===== src/rtl/dsp_mult_arbiter_if.sv =====
// Requester-side bus of dsp_mult_arbiter: two operand requesters sharing one
// response channel. master = requester side, slave = arbiter side.
interface dsp_mult_arbiter_if;
  logic        req0_valid_i;
  logic        req0_ready_o;
  logic [19:0] req0_a_i;
  logic [17:0] req0_b_i;
  logic        req0_unsigned_a_i;
  logic        req0_unsigned_b_i;

  logic        req1_valid_i;
  logic        req1_ready_o;
  logic [19:0] req1_a_i;
  logic [17:0] req1_b_i;
  logic        req1_unsigned_a_i;
  logic        req1_unsigned_b_i;

  logic [1:0]  rsp_valid_o;
  logic [37:0] rsp_z_o;
  logic        busy_o;

  modport master (
    output req0_valid_i, req0_a_i, req0_b_i, req0_unsigned_a_i, req0_unsigned_b_i,
    output req1_valid_i, req1_a_i, req1_b_i, req1_unsigned_a_i, req1_unsigned_b_i,
    input  req0_ready_o, req1_ready_o, rsp_valid_o, rsp_z_o, busy_o
  );

  modport slave (
    input  req0_valid_i, req0_a_i, req0_b_i, req0_unsigned_a_i, req0_unsigned_b_i,
    input  req1_valid_i, req1_a_i, req1_b_i, req1_unsigned_a_i, req1_unsigned_b_i,
    output req0_ready_o, req1_ready_o, rsp_valid_o, rsp_z_o, busy_o
  );
endinterface


===== src/rtl/dsp_mult_arbiter.sv =====
// dsp_mult_arbiter: shares one pipelined DSP multiplier between two requesters.
// A LATENCY-deep tag pipeline tracks which requester owns each product in
// flight; responses come back in issue order with no backpressure.
// Optional feature: define DSP_ARB_ROUND_ROBIN_EN for alternating priority;
// otherwise requester 0 always has priority.
module dsp_mult_arbiter #(
  parameter int unsigned LATENCY = 1
) (
  input  logic                clock_i,
  input  logic                reset_i,
  dsp_mult_arbiter_if.slave   bus,
  output logic [19:0]         dsp_a_o,
  output logic [17:0]         dsp_b_o,
  output logic                dsp_unsigned_a_o,
  output logic                dsp_unsigned_b_o,
  output logic [2:0]          dsp_feedback_o,
  output logic [2:0]          dsp_output_select_o,
  output logic                dsp_register_inputs_o,
  input  logic [37:0]         dsp_z_i
);

  logic               prio;
  logic               grant0;
  logic               grant1;
  logic               issue;
  logic [LATENCY-1:0] tag_valid;
  logic [LATENCY-1:0] tag_id;

  assign dsp_feedback_o        = '0;
  assign dsp_output_select_o   = '0;
  assign dsp_register_inputs_o = 1'b1;

  // Grant: the pointed-to requester wins a tie; nothing is granted in reset.
  always_comb begin
    grant0 = 1'b0;
    grant1 = 1'b0;
    if (!reset_i) begin
      if (!prio) begin
        grant0 = bus.req0_valid_i;
        grant1 = bus.req1_valid_i & ~bus.req0_valid_i;
      end else begin
        grant1 = bus.req1_valid_i;
        grant0 = bus.req0_valid_i & ~bus.req1_valid_i;
      end
    end
  end

  assign issue            = grant0 | grant1;
  assign bus.req0_ready_o = grant0;
  assign bus.req1_ready_o = grant1;

  // DSP operand mux: granted requester's operands, zero when idle.
  always_comb begin
    dsp_a_o          = '0;
    dsp_b_o          = '0;
    dsp_unsigned_a_o = 1'b0;
    dsp_unsigned_b_o = 1'b0;
    if (grant0) begin
      dsp_a_o          = bus.req0_a_i;
      dsp_b_o          = bus.req0_b_i;
      dsp_unsigned_a_o = bus.req0_unsigned_a_i;
      dsp_unsigned_b_o = bus.req0_unsigned_b_i;
    end else if (grant1) begin
      dsp_a_o          = bus.req1_a_i;
      dsp_b_o          = bus.req1_b_i;
      dsp_unsigned_a_o = bus.req1_unsigned_a_i;
      dsp_unsigned_b_o = bus.req1_unsigned_b_i;
    end
  end

  // Tag pipeline: shifts every cycle, mirroring the DSP's own latency.
  always_ff @(posedge clock_i or posedge reset_i) begin
    if (reset_i) begin
      tag_valid <= '0;
      tag_id    <= '0;
    end else begin
      tag_valid[0] <= issue;
      tag_id[0]    <= grant1;
      for (int unsigned i = 1; i < LATENCY; i++) begin
        tag_valid[i] <= tag_valid[i-1];
        tag_id[i]    <= tag_id[i-1];
      end
    end
  end

  // Priority pointer: alternates after each issue, or stays on requester 0.
  always_ff @(posedge clock_i or posedge reset_i) begin
    if (reset_i) begin
      prio <= 1'b0;
    end else begin
`ifdef DSP_ARB_ROUND_ROBIN_EN
      if (issue) prio <= grant0;
`else
      prio <= 1'b0;
`endif
    end
  end

  // Response decode: the exiting tag steers the DSP product to its owner.
  always_comb begin
    bus.rsp_valid_o = '0;
    bus.rsp_z_o     = '0;
    if (tag_valid[LATENCY-1]) begin
      bus.rsp_valid_o[tag_id[LATENCY-1]] = 1'b1;
      bus.rsp_z_o                        = dsp_z_i;
    end
  end

  assign bus.busy_o = |tag_valid;

endmodule


===== src/flat_wrapper.sv =====
// flat-port wrapper written by rule: the top's interface ports become plain ports
module dsp_mult_arbiter_flat 
#(
  parameter int unsigned LATENCY = 1
)
  (clock_i, reset_i, dsp_a_o, dsp_b_o, dsp_unsigned_a_o, dsp_unsigned_b_o, dsp_feedback_o, dsp_output_select_o, dsp_register_inputs_o, dsp_z_i, bus_req0_valid_i, bus_req0_a_i, bus_req0_b_i, bus_req0_unsigned_a_i, bus_req0_unsigned_b_i, bus_req1_valid_i, bus_req1_a_i, bus_req1_b_i, bus_req1_unsigned_a_i, bus_req1_unsigned_b_i, bus_req0_ready_o, bus_req1_ready_o, bus_rsp_valid_o, bus_rsp_z_o, bus_busy_o);
  dsp_mult_arbiter_if bus_i ();
  input  logic clock_i;
  input  logic reset_i;
  output logic [19:0] dsp_a_o;
  output logic [17:0] dsp_b_o;
  output logic dsp_unsigned_a_o;
  output logic dsp_unsigned_b_o;
  output logic [2:0] dsp_feedback_o;
  output logic [2:0] dsp_output_select_o;
  output logic dsp_register_inputs_o;
  input  logic [37:0] dsp_z_i;
  input wire logic [$bits(bus_i.req0_valid_i)-1:0] bus_req0_valid_i;
  input wire logic [$bits(bus_i.req0_a_i)-1:0] bus_req0_a_i;
  input wire logic [$bits(bus_i.req0_b_i)-1:0] bus_req0_b_i;
  input wire logic [$bits(bus_i.req0_unsigned_a_i)-1:0] bus_req0_unsigned_a_i;
  input wire logic [$bits(bus_i.req0_unsigned_b_i)-1:0] bus_req0_unsigned_b_i;
  input wire logic [$bits(bus_i.req1_valid_i)-1:0] bus_req1_valid_i;
  input wire logic [$bits(bus_i.req1_a_i)-1:0] bus_req1_a_i;
  input wire logic [$bits(bus_i.req1_b_i)-1:0] bus_req1_b_i;
  input wire logic [$bits(bus_i.req1_unsigned_a_i)-1:0] bus_req1_unsigned_a_i;
  input wire logic [$bits(bus_i.req1_unsigned_b_i)-1:0] bus_req1_unsigned_b_i;
  output wire logic [$bits(bus_i.req0_ready_o)-1:0] bus_req0_ready_o;
  output wire logic [$bits(bus_i.req1_ready_o)-1:0] bus_req1_ready_o;
  output wire logic [$bits(bus_i.rsp_valid_o)-1:0] bus_rsp_valid_o;
  output wire logic [$bits(bus_i.rsp_z_o)-1:0] bus_rsp_z_o;
  output wire logic [$bits(bus_i.busy_o)-1:0] bus_busy_o;
  assign bus_i.req0_valid_i = bus_req0_valid_i;
  assign bus_i.req0_a_i = bus_req0_a_i;
  assign bus_i.req0_b_i = bus_req0_b_i;
  assign bus_i.req0_unsigned_a_i = bus_req0_unsigned_a_i;
  assign bus_i.req0_unsigned_b_i = bus_req0_unsigned_b_i;
  assign bus_i.req1_valid_i = bus_req1_valid_i;
  assign bus_i.req1_a_i = bus_req1_a_i;
  assign bus_i.req1_b_i = bus_req1_b_i;
  assign bus_i.req1_unsigned_a_i = bus_req1_unsigned_a_i;
  assign bus_i.req1_unsigned_b_i = bus_req1_unsigned_b_i;
  assign bus_req0_ready_o = bus_i.req0_ready_o;
  assign bus_req1_ready_o = bus_i.req1_ready_o;
  assign bus_rsp_valid_o = bus_i.rsp_valid_o;
  assign bus_rsp_z_o = bus_i.rsp_z_o;
  assign bus_busy_o = bus_i.busy_o;
  dsp_mult_arbiter #(.LATENCY(LATENCY)) u_core (.clock_i(clock_i), .reset_i(reset_i), .bus(bus_i), .dsp_a_o(dsp_a_o), .dsp_b_o(dsp_b_o), .dsp_unsigned_a_o(dsp_unsigned_a_o), .dsp_unsigned_b_o(dsp_unsigned_b_o), .dsp_feedback_o(dsp_feedback_o), .dsp_output_select_o(dsp_output_select_o), .dsp_register_inputs_o(dsp_register_inputs_o), .dsp_z_i(dsp_z_i));
endmodule

===== config.mk =====
export PLATFORM = sky130hd
export DESIGN_NAME = dsp_mult_arbiter_flat
export DESIGN_NICKNAME = d
export VERILOG_FILES = /design/src/rtl/dsp_mult_arbiter_if.sv /design/src/rtl/dsp_mult_arbiter.sv /design/src/flat_wrapper.sv
export SDC_FILE = /design/constraint.sdc
export NUM_CORES = 1
export LEC_CHECK = 0
export BUFFER_PORTS_ARGS = -buffer_cell sky130_fd_sc_hd__buf_2
export CELL_PAD_IN_SITES_DETAIL_PLACEMENT = 1
export CELL_PAD_IN_SITES_GLOBAL_PLACEMENT = 2
export CORE_MARGIN = 8
export CORE_UTILIZATION = 10
export CTS_CLUSTER_DIAMETER = 40
export DETAILED_ROUTE_END_ITERATION = 16
export GPL_ROUTABILITY_DRIVEN = 0
export PLACE_DENSITY_LB_ADDON = 0.1
export SYNTH_ARGS = -nofsm -noshare
export SYNTH_HDL_FRONTEND = slang
export SYNTH_SLANG_ARGS = --single-unit

===== constraint.sdc =====
create_clock -name clock_i -period 2.1 [get_ports clock_i]
set_input_delay 0.42 -clock clock_i [delete_from_list [all_inputs] [get_ports clock_i]]
set_output_delay 0.42 -clock clock_i [all_outputs]
set_load 0.01 [all_outputs]

==> results.tsv <==
stage	metric	value	unit
finish	# diodes	0	
clock_network	Sink Count	2	
pwr	part of the power in combinational logic	0.564	
yosys	Synth Area per Inst	5.89	sq um
global_routing	largest net degree at the start of global routing	61	
route	DRC viols	0	
min_path	hold crit path type	in2async	
yosys	EDFF count, synth	0	
finish	fin cells	530	
critical_path	Critical Path Max Stage Delay	180	ps
pwr	sequential power share	0.058	
floorplanning	Die Width	124	um
yosys	post-synthesis sequential area ratio	0.0427	
critical_path	Most common cell on crit path	buf_2	
route	Pre-antenna DRT Iters	4	
yosys	commonest cells in the netlist	a21oi_1 (40), nand2_1 (40), nand3b_1 (40), and2_1 (39), buf_2 (11)	
yosys	Most used DFF post-synth	dfrtp_1	
sta	Hold Violations, Final	0	
place	post-DP HPWL	6990	um
clock_network	post_cts resized	0	
critical_path	critical path launch point	bus_req0_valid_i	
critical_path	crit-path max FO	60	
sta	post-layout min period	1670	ps
floorplanning	Cell Rows	39	
sta	part of the cycle the worst path needs	0.794	
floorplanning	core area	11400	sq um
critical_path	Critical Path End	dsp_a_o[5]	
clock_network	H-Tree Level Count	1	
pwr	Pint	0.489	mW
global_routing	global-route wire length before repair	12400	um
route	post-route ant nets	0	
route	final WL	8230	um
sta	TNS Setup	0	ps
yosys	Yosys warning total	0	
critical_path	critical path arrival	1250	ps
global_routing	vias in the first global route	2179	
global_routing	GRT Total Usage	0.0973	
critical_path	Worst setup SP type	primary input	
pwr	clock network power share	0.378	
clock_network	setup bufs post-CTS	0	
sta	worst hold margin	273	ps
clock_network	root buf cell	clkbuf_16	
floorplanning	Initial Util	0.103	
finish	Layout Area Growth over Synthesis	101	%
floorplanning	total die area	15400	sq um
finish	Finished Core Util	0.206	
yosys	area fraction of the dominant cell type after synthesis	0.256	
pwr	P_sw	0.254	mW
place	# port buffers	204	
global_routing	Global Route met2 Usage	0.176	
route	Vias/cell	3.81	
route	DRT iter0 DRCs	42	
global_routing	met3 usage	0.0319	
sta	Final Max Tran Viols	0	
clock_network	Max Root-Sink Buffers	2	
finish	share of layout cells above drive strength 1	0.553	
yosys	post-synth top area cell	nand3b_1	
floorplanning	IO Count	212	
critical_path	Setup CP Type	in2out	
route	wire per inst	15.5	um
critical_path	Critical Path End Type	output port	
finish	Final nets	511	
clock_network	CTS tree	done	
pwr	worst vdd ir	116	uV
pwr	power per cell area	316	nW/um^2
sta	RSZ-0062 raised after global routing	false	
clock_network	clk slew on worst S/H paths	30	ps
sta	Max Clk Rate	0.600	GHz
critical_path	Slowest-stage cell, CP	buf_12	
clock_network	TritonCTS Buffers	3	
critical_path	Critical Path RT	1680	ps
global_routing	gr busiest metal	met2	
global_routing	total grt overflow	0	
clock_network	hold_buf cts	0	
yosys	Netlist cell types	14	
yosys	register bit total from synthesis	2	
route	total vias in the final route	2021	
global_routing	initial antenna violation count	0	
critical_path	worst-path cell chain	buf_2, buf_12, nand3b_1, a21oi_1, buf_2	
sta	Setup violations, final	0	
flow_run	Max-Cap Viols	0	
global_routing	GR Util met1	0.110	
yosys	top cells by area, synth	nand3b_1 (26%), and2_1 (21%), a21oi_1 (17%)	
pwr	sw frac	0.342	
pwr	Static Leak	1.34	nW
yosys	Post-Syn Instances	199	
yosys	mapped cell area	1170	sq um
status	status	finished, final reports clean	
place	dpl cells	527	
yosys	Post-synth ARST share	1.00	
floorplanning	Die Span Y	124	um
## placed cells by master, fill, tap and decap left out
cell type / n
nor2_1: 2
nand3b_1: 40
buf_2: 204
inv_1: 1
dfrtp_1: 2
conb_1: 7
a21oi_1: 40
nand2_1: 40
and2_1: 39
nor2b_1: 2
clkbuf_16: 3
nor3b_2: 1
buf_4: 4
buf_12: 2
## layer usage
layer | vias to the layer above | part of all wire
met1 | 884 | 0.42
met4 | 0 | 0.0041
met2 | 120 | 0.49
met5 | - | 0
met3 | 2 | 0.087
li1 | 1015 | -
## logic make-up (layout without fill, tap and decap cells)
logic type,Yosys count,after routing,share of synthesized area
AOI/OAI and AO/OA,40,40,0.171
buffers and inverters,31,214,0.159
DFF,2,2,0.0427
other,2,7,0.00641
and+or+nand+nor,124,124,0.621
## worst max-delay path: cells and delay by family
| kind | cells | cell delay, ps |
|---|---|---|
| AO/OA/AOI/OAI | 1 | 160 |
| buffers and inverters | 3 | 460 |
| AND/OR/NAND/NOR | 1 | 180 |
## worst min path at each step
stage / from / endpoint / slack, ps / cells after the start
2_1_floorplan: reset_i / u_core.bus.busy_o / 480 / 3
3_3_place_gp: reset_i / u_core.bus.busy_o / 520 / 3
3_5_place_dp: reset_i / u_core.bus.busy_o / 520 / 3
4_1_cts: reset_i / u_core.tag_id / 290 / 3
5_1_grt: reset_i / u_core.bus.busy_o / 300 / 3
6_report: reset_i / u_core.tag_id / 270 / 3
## state kept, by name, indices dropped and copies added, names as in the netlist
name and flops:
u_core.tag_id 1, u_core.bus.busy_o 1
## power groups by stage
stage / clock, mW / sequential [mW] / combinational, mW
2_1_floorplan: 0 / 0.0433 / 0.212
3_3_place_gp: 0 / 0.0432 / 0.430
3_5_place_dp: 0 / 0.0436 / 0.430
4_1_cts: 0.287 / 0.0432 / 0.431
5_1_grt: 0.292 / 0.0434 / 0.468
6_report: 0.281 / 0.0429 / 0.420
## layout make-up
class | count | area [sq um]
sequential | 2 | 50.0
timing repair buffer | 210 | 1090
fill | 1488 | 9070
multi-input combinational | 171 | 953
clock buffer | 3 | 75.1
tap | 143 | 179
inverter | 1 | 3.75
## metrics by stage
step                      setup slack (ps)  instance area (sq um)  power (mW)
after floorplan                        654                   1190       0.255
after global placement                 456                   2280       0.473
after detailed placement               433                   2280       0.474
after CTS                              399                   2350       0.761
after global routing                   338                   2350       0.803
final                                  433                   2350       0.744
Power figures use the tool's default switching activity.
